File: src/rtl/os_pe_pkg.sv
// Shared types and constants for the output-stationary PE.
// Holds the FSM state type, default widths and signed saturation limits.
package os_pe_pkg;

    localparam int IN_W_DEF  = 16;
    localparam int ACC_W_DEF = 40;
    // Working width for the limit helpers; callers slice the low bits.
    localparam int LIMIT_W   = 128;

    typedef enum logic [1:0] {
        ST_ACC   = 2'd0,
        ST_FLUSH = 2'd1,
        ST_DRAIN = 2'd2
    } pe_state_e;

    // Largest positive two's-complement value of width w, in LIMIT_W bits.
    function automatic logic [LIMIT_W-1:0] sat_max(input int w);
        return (LIMIT_W'(1) << (w - 1)) - LIMIT_W'(1);
    endfunction

    // Most negative two's-complement value of width w; its low w bits are 100..0.
    function automatic logic [LIMIT_W-1:0] sat_min(input int w);
        return ~sat_max(w);
    endfunction

endpackage

File: src/rtl/os_pe_mul.sv
// Registered signed multiplier stage of the PE.
// Kept separate so the product register can be mapped to a DSP block or
// deepened without touching the accumulator/FSM logic.
module os_pe_mul
    import os_pe_pkg::*;
#(
    parameter int IN_W = IN_W_DEF
) (
    input  logic              clk_i,
    input  logic              rst_i,
    input  logic [IN_W-1:0]   a_i,
    input  logic [IN_W-1:0]   b_i,
    input  logic              en_i,
    output logic [2*IN_W-1:0] p_o,
    output logic              p_valid_o
);

    logic signed [2*IN_W-1:0] prod;
    logic        [2*IN_W-1:0] p_q;
    logic                     p_valid_q;

    // Both operands are sign-extended to the full product width first.
    assign prod = (2*IN_W)'($signed(a_i)) * (2*IN_W)'($signed(b_i));

    // Product register; the valid bit marks whether it must be accumulated.
    always_ff @(posedge clk_i) begin
        if (rst_i) begin
            p_q       <= '0;
            p_valid_q <= 1'b0;
        end else begin
            p_q       <= prod;
            p_valid_q <= en_i;
        end
    end

    assign p_o       = p_q;
    assign p_valid_o = p_valid_q;

endmodule

File: src/rtl/os_pe_pipe.sv
// Output-stationary systolic PE: forwards operands east/south, runs a
// two-stage signed MAC into a local accumulator, and on request flushes the
// result onto a vertical result shift chain.
// Optional feature macro: OS_PE_SAT_EN (saturating accumulation + acc_ovf).
//
// Handshake: operands are taken when in_valid=1 in ACC with op_sel=0; there is
// no backpressure. res_out is qualified by res_out_valid every cycle.
module os_pe_pipe
    import os_pe_pkg::*;
#(
    parameter int IN_W  = IN_W_DEF,
    parameter int ACC_W = ACC_W_DEF
) (
    input  logic             clk,
    input  logic             rst,
    input  logic [IN_W-1:0]  in_img,
    input  logic [IN_W-1:0]  in_weight,
    input  logic             in_valid,
    input  logic             op_sel,
    input  logic [ACC_W-1:0] res_in,
    input  logic             res_in_valid,
    output logic [IN_W-1:0]  out_img,
    output logic [IN_W-1:0]  out_weight,
    output logic             out_valid,
    output logic [ACC_W-1:0] res_out,
    output logic             res_out_valid,
    output logic             busy,
    output logic             acc_ovf
);

`ifdef OS_PE_SAT_EN
    localparam logic [LIMIT_W-1:0] MAX_FULL = sat_max(ACC_W);
    localparam logic [LIMIT_W-1:0] MIN_FULL = sat_min(ACC_W);
    localparam logic [ACC_W-1:0]   ACC_MAX  = MAX_FULL[ACC_W-1:0];
    localparam logic [ACC_W-1:0]   ACC_MIN  = MIN_FULL[ACC_W-1:0];
`endif

    pe_state_e         state_q, state_d;
    logic [IN_W-1:0]   out_img_q, out_weight_q;
    logic              out_valid_q;
    logic [ACC_W-1:0]  acc_q;
    logic              acc_ovf_q;
    logic [ACC_W-1:0]  res_out_q;
    logic              res_out_valid_q;

    logic [2*IN_W-1:0] p;
    logic              p_valid;
    logic              mul_en;
    logic [ACC_W-1:0]  p_ext;
    logic [ACC_W:0]    acc_add;    // {overflow, sum}
    logic [ACC_W:0]    flush_add;  // {overflow, sum}

    // Returns {overflow, a+b}; wraps by default, clamps when saturation is built in.
    function automatic logic [ACC_W:0] add_acc(input logic [ACC_W-1:0] a,
                                               input logic [ACC_W-1:0] b);
        logic [ACC_W-1:0] s;
        logic             ovf;
        s = a + b;
`ifdef OS_PE_SAT_EN
        ovf = (a[ACC_W-1] == b[ACC_W-1]) && (s[ACC_W-1] != a[ACC_W-1]);
        if (ovf) begin
            s = a[ACC_W-1] ? ACC_MIN : ACC_MAX;
        end
`else
        ovf = 1'b0;
`endif
        return {ovf, s};
    endfunction

    // Only operands arriving in ACC without a drain request enter the MAC.
    assign mul_en = in_valid && (state_q == ST_ACC) && !op_sel;

    os_pe_mul #(.IN_W(IN_W)) u_mul (
        .clk_i     (clk),
        .rst_i     (rst),
        .a_i       (in_img),
        .b_i       (in_weight),
        .en_i      (mul_en),
        .p_o       (p),
        .p_valid_o (p_valid)
    );

    // Sign-extend the product and form both candidate sums.
    always_comb begin
        p_ext     = ACC_W'($signed(p));
        acc_add   = add_acc(acc_q, p_ext);
        flush_add = add_acc(acc_q, p_valid ? p_ext : '0);
    end

    // Next-state logic: ACC -> FLUSH on request, FLUSH is a single atomic
    // cycle, DRAIN lasts until the request is dropped.
    always_comb begin
        state_d = state_q;
        case (state_q)
            ST_ACC:   if (op_sel) state_d = ST_FLUSH;
            ST_FLUSH: state_d = ST_DRAIN;
            ST_DRAIN: if (!op_sel) state_d = ST_ACC;
            default:  state_d = ST_ACC;
        endcase
    end

    // State, forwarding, accumulator and result-chain registers.
    always_ff @(posedge clk) begin
        if (rst) begin
            state_q         <= ST_ACC;
            out_img_q       <= '0;
            out_weight_q    <= '0;
            out_valid_q     <= 1'b0;
            acc_q           <= '0;
            acc_ovf_q       <= 1'b0;
            res_out_q       <= '0;
            res_out_valid_q <= 1'b0;
        end else begin
            state_q      <= state_d;
            out_img_q    <= in_img;
            out_weight_q <= in_weight;
            out_valid_q  <= in_valid;
            case (state_q)
                ST_FLUSH: begin
                    // Final add of any in-flight product, then restart clean.
                    res_out_q       <= flush_add[ACC_W-1:0];
                    res_out_valid_q <= 1'b1;
                    acc_q           <= '0;
                    acc_ovf_q       <= flush_add[ACC_W];
                end
                ST_DRAIN: begin
                    res_out_q       <= res_in;
                    res_out_valid_q <= op_sel ? res_in_valid : 1'b0;
                    if (p_valid) begin
                        acc_q     <= acc_add[ACC_W-1:0];
                        acc_ovf_q <= acc_ovf_q | acc_add[ACC_W];
                    end
                end
                default: begin
                    res_out_valid_q <= 1'b0;
                    if (p_valid) begin
                        acc_q     <= acc_add[ACC_W-1:0];
                        acc_ovf_q <= acc_ovf_q | acc_add[ACC_W];
                    end
                end
            endcase
        end
    end

    assign out_img       = out_img_q;
    assign out_weight    = out_weight_q;
    assign out_valid     = out_valid_q;
    assign res_out       = res_out_q;
    assign res_out_valid = res_out_valid_q;
    assign busy          = (state_q != ST_ACC);
    assign acc_ovf       = acc_ovf_q;

endmodule

File: config.mk
export PLATFORM = sky130hd
export DESIGN_NAME = os_pe_pipe
export DESIGN_NICKNAME = d
export VERILOG_FILES = /design/src/rtl/os_pe_pkg.sv /design/src/rtl/os_pe_mul.sv /design/src/rtl/os_pe_pipe.sv
export SDC_FILE = /design/constraint.sdc
export NUM_CORES = 1
export LEC_CHECK = 0
export CAP_MARGIN = 20
export CELL_PAD_IN_SITES_DETAIL_PLACEMENT = 1
export CELL_PAD_IN_SITES_GLOBAL_PLACEMENT = 2
export CORE_MARGIN = 5
export CORE_UTILIZATION = 30
export CTS_CLUSTER_SIZE = 40
export DETAILED_ROUTE_END_ITERATION = 10
export DONT_BUFFER_PORTS = 1
export GPL_TIMING_DRIVEN = 0
export PLACE_DENSITY_LB_ADDON = 0.1
export SYNTH_ARGS = -nofsm -noshare
export SYNTH_HDL_FRONTEND = slang
export SYNTH_SLANG_ARGS = --single-unit
File: constraint.sdc
create_clock -name clk -period 17.6 [get_ports clk]
set_clock_uncertainty 0.15 [all_clocks]
set_input_delay 3.52 -clock clk [delete_from_list [all_inputs] [get_ports clk]]
set_output_delay 3.52 -clock clk [all_outputs]
set_load 0.01 [all_outputs]
==> impl_results.md <==
- Area contributors post-synth: fa_1 27%, dfxtp_1 15%, ha_1 11%, inv_1 6.3%, and2_1 5.3%
- Async SR Flop Fraction: 0%
- H-tree levels: 4
- GRT overflow: 0
- Post-Layout Cell Count: 3,140
- Vias/cell: 4.89
- Power per Cell Area: 213 nW/um^2
- Die Height: 263 um
- Crit Reg-Reg Startpoint: u_mul.p_valid_o
- IO Count: 153
- Initial core utilization: 30.4%
- CTS Hold Buffers Added: 0
- Remaining antenna violation count: 0
- Cell with the most instances after synthesis: inv_1
- Die ar.: ~69,000 sq um
- Sequential cell area: 2980 sq um
- Die width: 263 um
- Root Buffer: clkbuf_16
- Total of max-cap violations: 0
- Post-DP HPWL: roughly 58 mm
- Synth warn: 0
- GR Util All Layers: 19.5%
- Min Clock Period, post-route: 9.85 ns
- Mean Syn Cell Area: 8.52 sq um
- Post-synthesis register bit count: around 150
- Vias: 15,400
- Initial antenna violation count: 2
- Post-CTS Setup Inserts: 0
- Wirelength, routed: 67.5 mm
- # DRC: 0
- Setup slack, reg-to-reg: 11.32 ns
- 1st-iter DRT viols: 525
- Total negative slack: 0 ns
- Critical setup path kind: in2reg
- Largest net degree at the start of global routing: 17
- # resized after CTS: 0
- Fin crit share: 56.0%
- Worst reg-to-reg path cell count: 17
- Num CTS Buffers: 17
- Top_reg_cell synth: dfxtp_1
- CP arrival: 10.04 ns
- Hold Path Cell Cnt: 2
- CP Max Fanout: 10
- CTS Buffer Depth: 2
- Worst-path clk slew: 0.07 ns
- RSZ-0062 raised after global routing: false
- Share of layout cells above drive strength 1: 2.22%
- Leakage: 9.76 nW
- Fillers: 7,543
- Syn_nets: 2,766
- F_max: between 100 and 150 MHz
- Mapped cell area: a little under 20,000 sq um
- Max-slew violations: 0
- Clock latency at the later pin of the worst-skew pair: 0.49 ns
- CTS tree: yes
- Hold Path End: acc_q[33]
- Commonest cells post-synth: 321 x inv_1, 264 x fa_1, 221 x nand2_1
- Rel. slew slack: 34.8%
- Final hold violation count: 0
- Worst EP required: around 18 ns
- Crit end category: register
- Distinct cell type count after synthesis: 69
- Vias in the first global route: 16,900
- Critical hold path startpoint: acc_q[33]
- Worst-Margin Slew: around 0.98 ns
- # diodes: 0
- GP Congestion: 0.874
- Multi-input logic area: approximately 15,000 sq um
- Top-area cell type share of the netlist area: 27.4%
- Nets: 2,786
- PortBufs: 0
- Sequential fraction of the synthesis area: 15.5%
- Global-route wire length before repair: 104 mm
- Drt first pass iters: 4
- Placed Cells: 3,108
- Peak supply drop: 141 uV
- Synthesis-to-finish area growth: 8.50%
- Core area: 63,300 sq um
- Startpoint Class: input pin
- Post-synth EDFFs: 0
- Final setup vio count: 0
- Wire per inst: 21.5 um
- Site Rows: 92
- Status: completed
- Clock sink total: 149
- Gate Count Post-Synth: 2,261
- Synth area leader: fa_1
- HP Class: reg2reg
- R2r endpoint: res_out[36]
==> registers in the layout, indices dropped and copies added (netlist names) <==
signal / flops
state_q: 2
out_img: 16
out_valid: 1
res_out_valid: 1
out_weight: 16
u_mul.p_valid_o: 1
res_out: 40
u_mul.p_o: 32
acc_q: 40
==> kinds of logic (layout without fill, tap and decap cells) <==
| logic type | count (synthesis) | count (layout) | synth area share (%) |
|---|---|---|---|
| DFF | 149 | 149 | 15.5 |
| buffers and inverters | 418 | 451 | 8.17 |
| adders and majority gates | 428 | 428 | 38.1 |
| and+or+nand+nor | 737 | 737 | 18.7 |
| AOI/OAI and AO/OA | 419 | 419 | 14.4 |
| muxes | 24 | 24 | 1.25 |
| other | 1 | 1 | 0.0195 |
| xor gates and xnor gates | 85 | 85 | 3.87 |
==> cell type report <==
cell class	count	share of cell area, %
clock inverter	15	0.659
clock buffer	17	2.04
sequential	149	14.3
buffer	97	1.77
multi-input combinational	1694	70.4
tap	846	5.07
timing repair buffer	1	0.0719
inverter	321	5.77
==> worst max path at each step <==
stage / start / endpoint / slack (ns) / depth (start not counted)
2_1_floorplan: in_weight[8] / u_mul.p_o[31] / 8.26 / 23
5_1_grt: in_weight[8] / u_mul.p_o[28] / 7.28 / 23
3_3_place_gp: in_weight[8] / u_mul.p_o[30] / 7.07 / 23
3_5_place_dp: in_weight[8] / u_mul.p_o[30] / 7.06 / 23
6_report: in_weight[8] / u_mul.p_o[31] / 7.75 / 23
4_1_cts: in_weight[8] / u_mul.p_o[30] / 7.60 / 23
==> routing by layer <==
| layer | vias up | share of wire [%] | global-route usage, % |
|---|---|---|---|
| li1 | 7388 | - | - |
| met1 | 7680 | 47 | 25.9 |
| met2 | 218 | 46 | 32.4 |
| met3 | 69 | 3.5 | 3.34 |
| met4 | 2 | 3.4 | 6.59 |
| met5 | - | 0.019 | 0 |
==> worst max-delay path, stage by stage <==
cell and delay, ns:
clkbuf_1 0.38, clkbuf_1 0.47, nand2_1 0.16, fa_1 0.53, inv_1 0.05, fa_1 0.50, fa_1 0.61, fa_1 0.46
fa_1 0.49, inv_1 0.05, fa_1 0.47, inv_1 0.04, ha_1 0.35, a21o_1 0.21, a21o_1 0.17, a21oi_1 0.31
o21ai_0 0.14, a31oi_1 0.22, o21ai_0 0.16, o31a_1 0.31, o21ai_0 0.23, xnor2_1 0.14, nor2_1 0.05
==> cell usage in the layout (no fill, tap or decap), drive strengths merged, types with 5 or more instances in the layout <==
master	count
a211o	10
a211oi	25
a21o	67
a21oi	109
a311oi	18
a31oi	13
and2	164
and3	9
buf	8
clkbuf	107
dfxtp	149
fa	264
ha	164
inv	330
mux2i	24
nand2	221
nand2b	21
nand3	40
nand3b	7
nand4	16
nor2	162
nor2b	47
nor3	29
o2111ai	6
o211ai	19
o21a	16
o21ai	81
o21bai	16
o31ai	6
or2	5
or3	6
xnor2	62
xor2	23
==> through the flow <==
step | power, mW | utilization [%] | hold WS (ns) | area [sq um] | setup WS, ns
6_report | 4.46 | 33.0 | 0.359 | 20900 | 7.75
5_1_grt | 5.06 | 33.0 | 0.382 | 20900 | 7.28
4_1_cts | 4.55 | 33.0 | 0.364 | 20900 | 7.60
3_5_place_dp | 4.15 | 32.1 | 0.352 | 20300 | 7.06
3_3_place_gp | 4.10 | 32.1 | 0.340 | 20300 | 7.07
2_1_floorplan | 3.27 | - | 0.304 | 19300 | 8.26
==> report_power, final <==
group          internal (mW)  switching [mW]  total [mW]
Clock                  0.186           0.181       0.367
Combinational           1.52            2.06        3.58
Sequential             0.432          0.0806       0.512
Power figures use the tool's default switching activity.
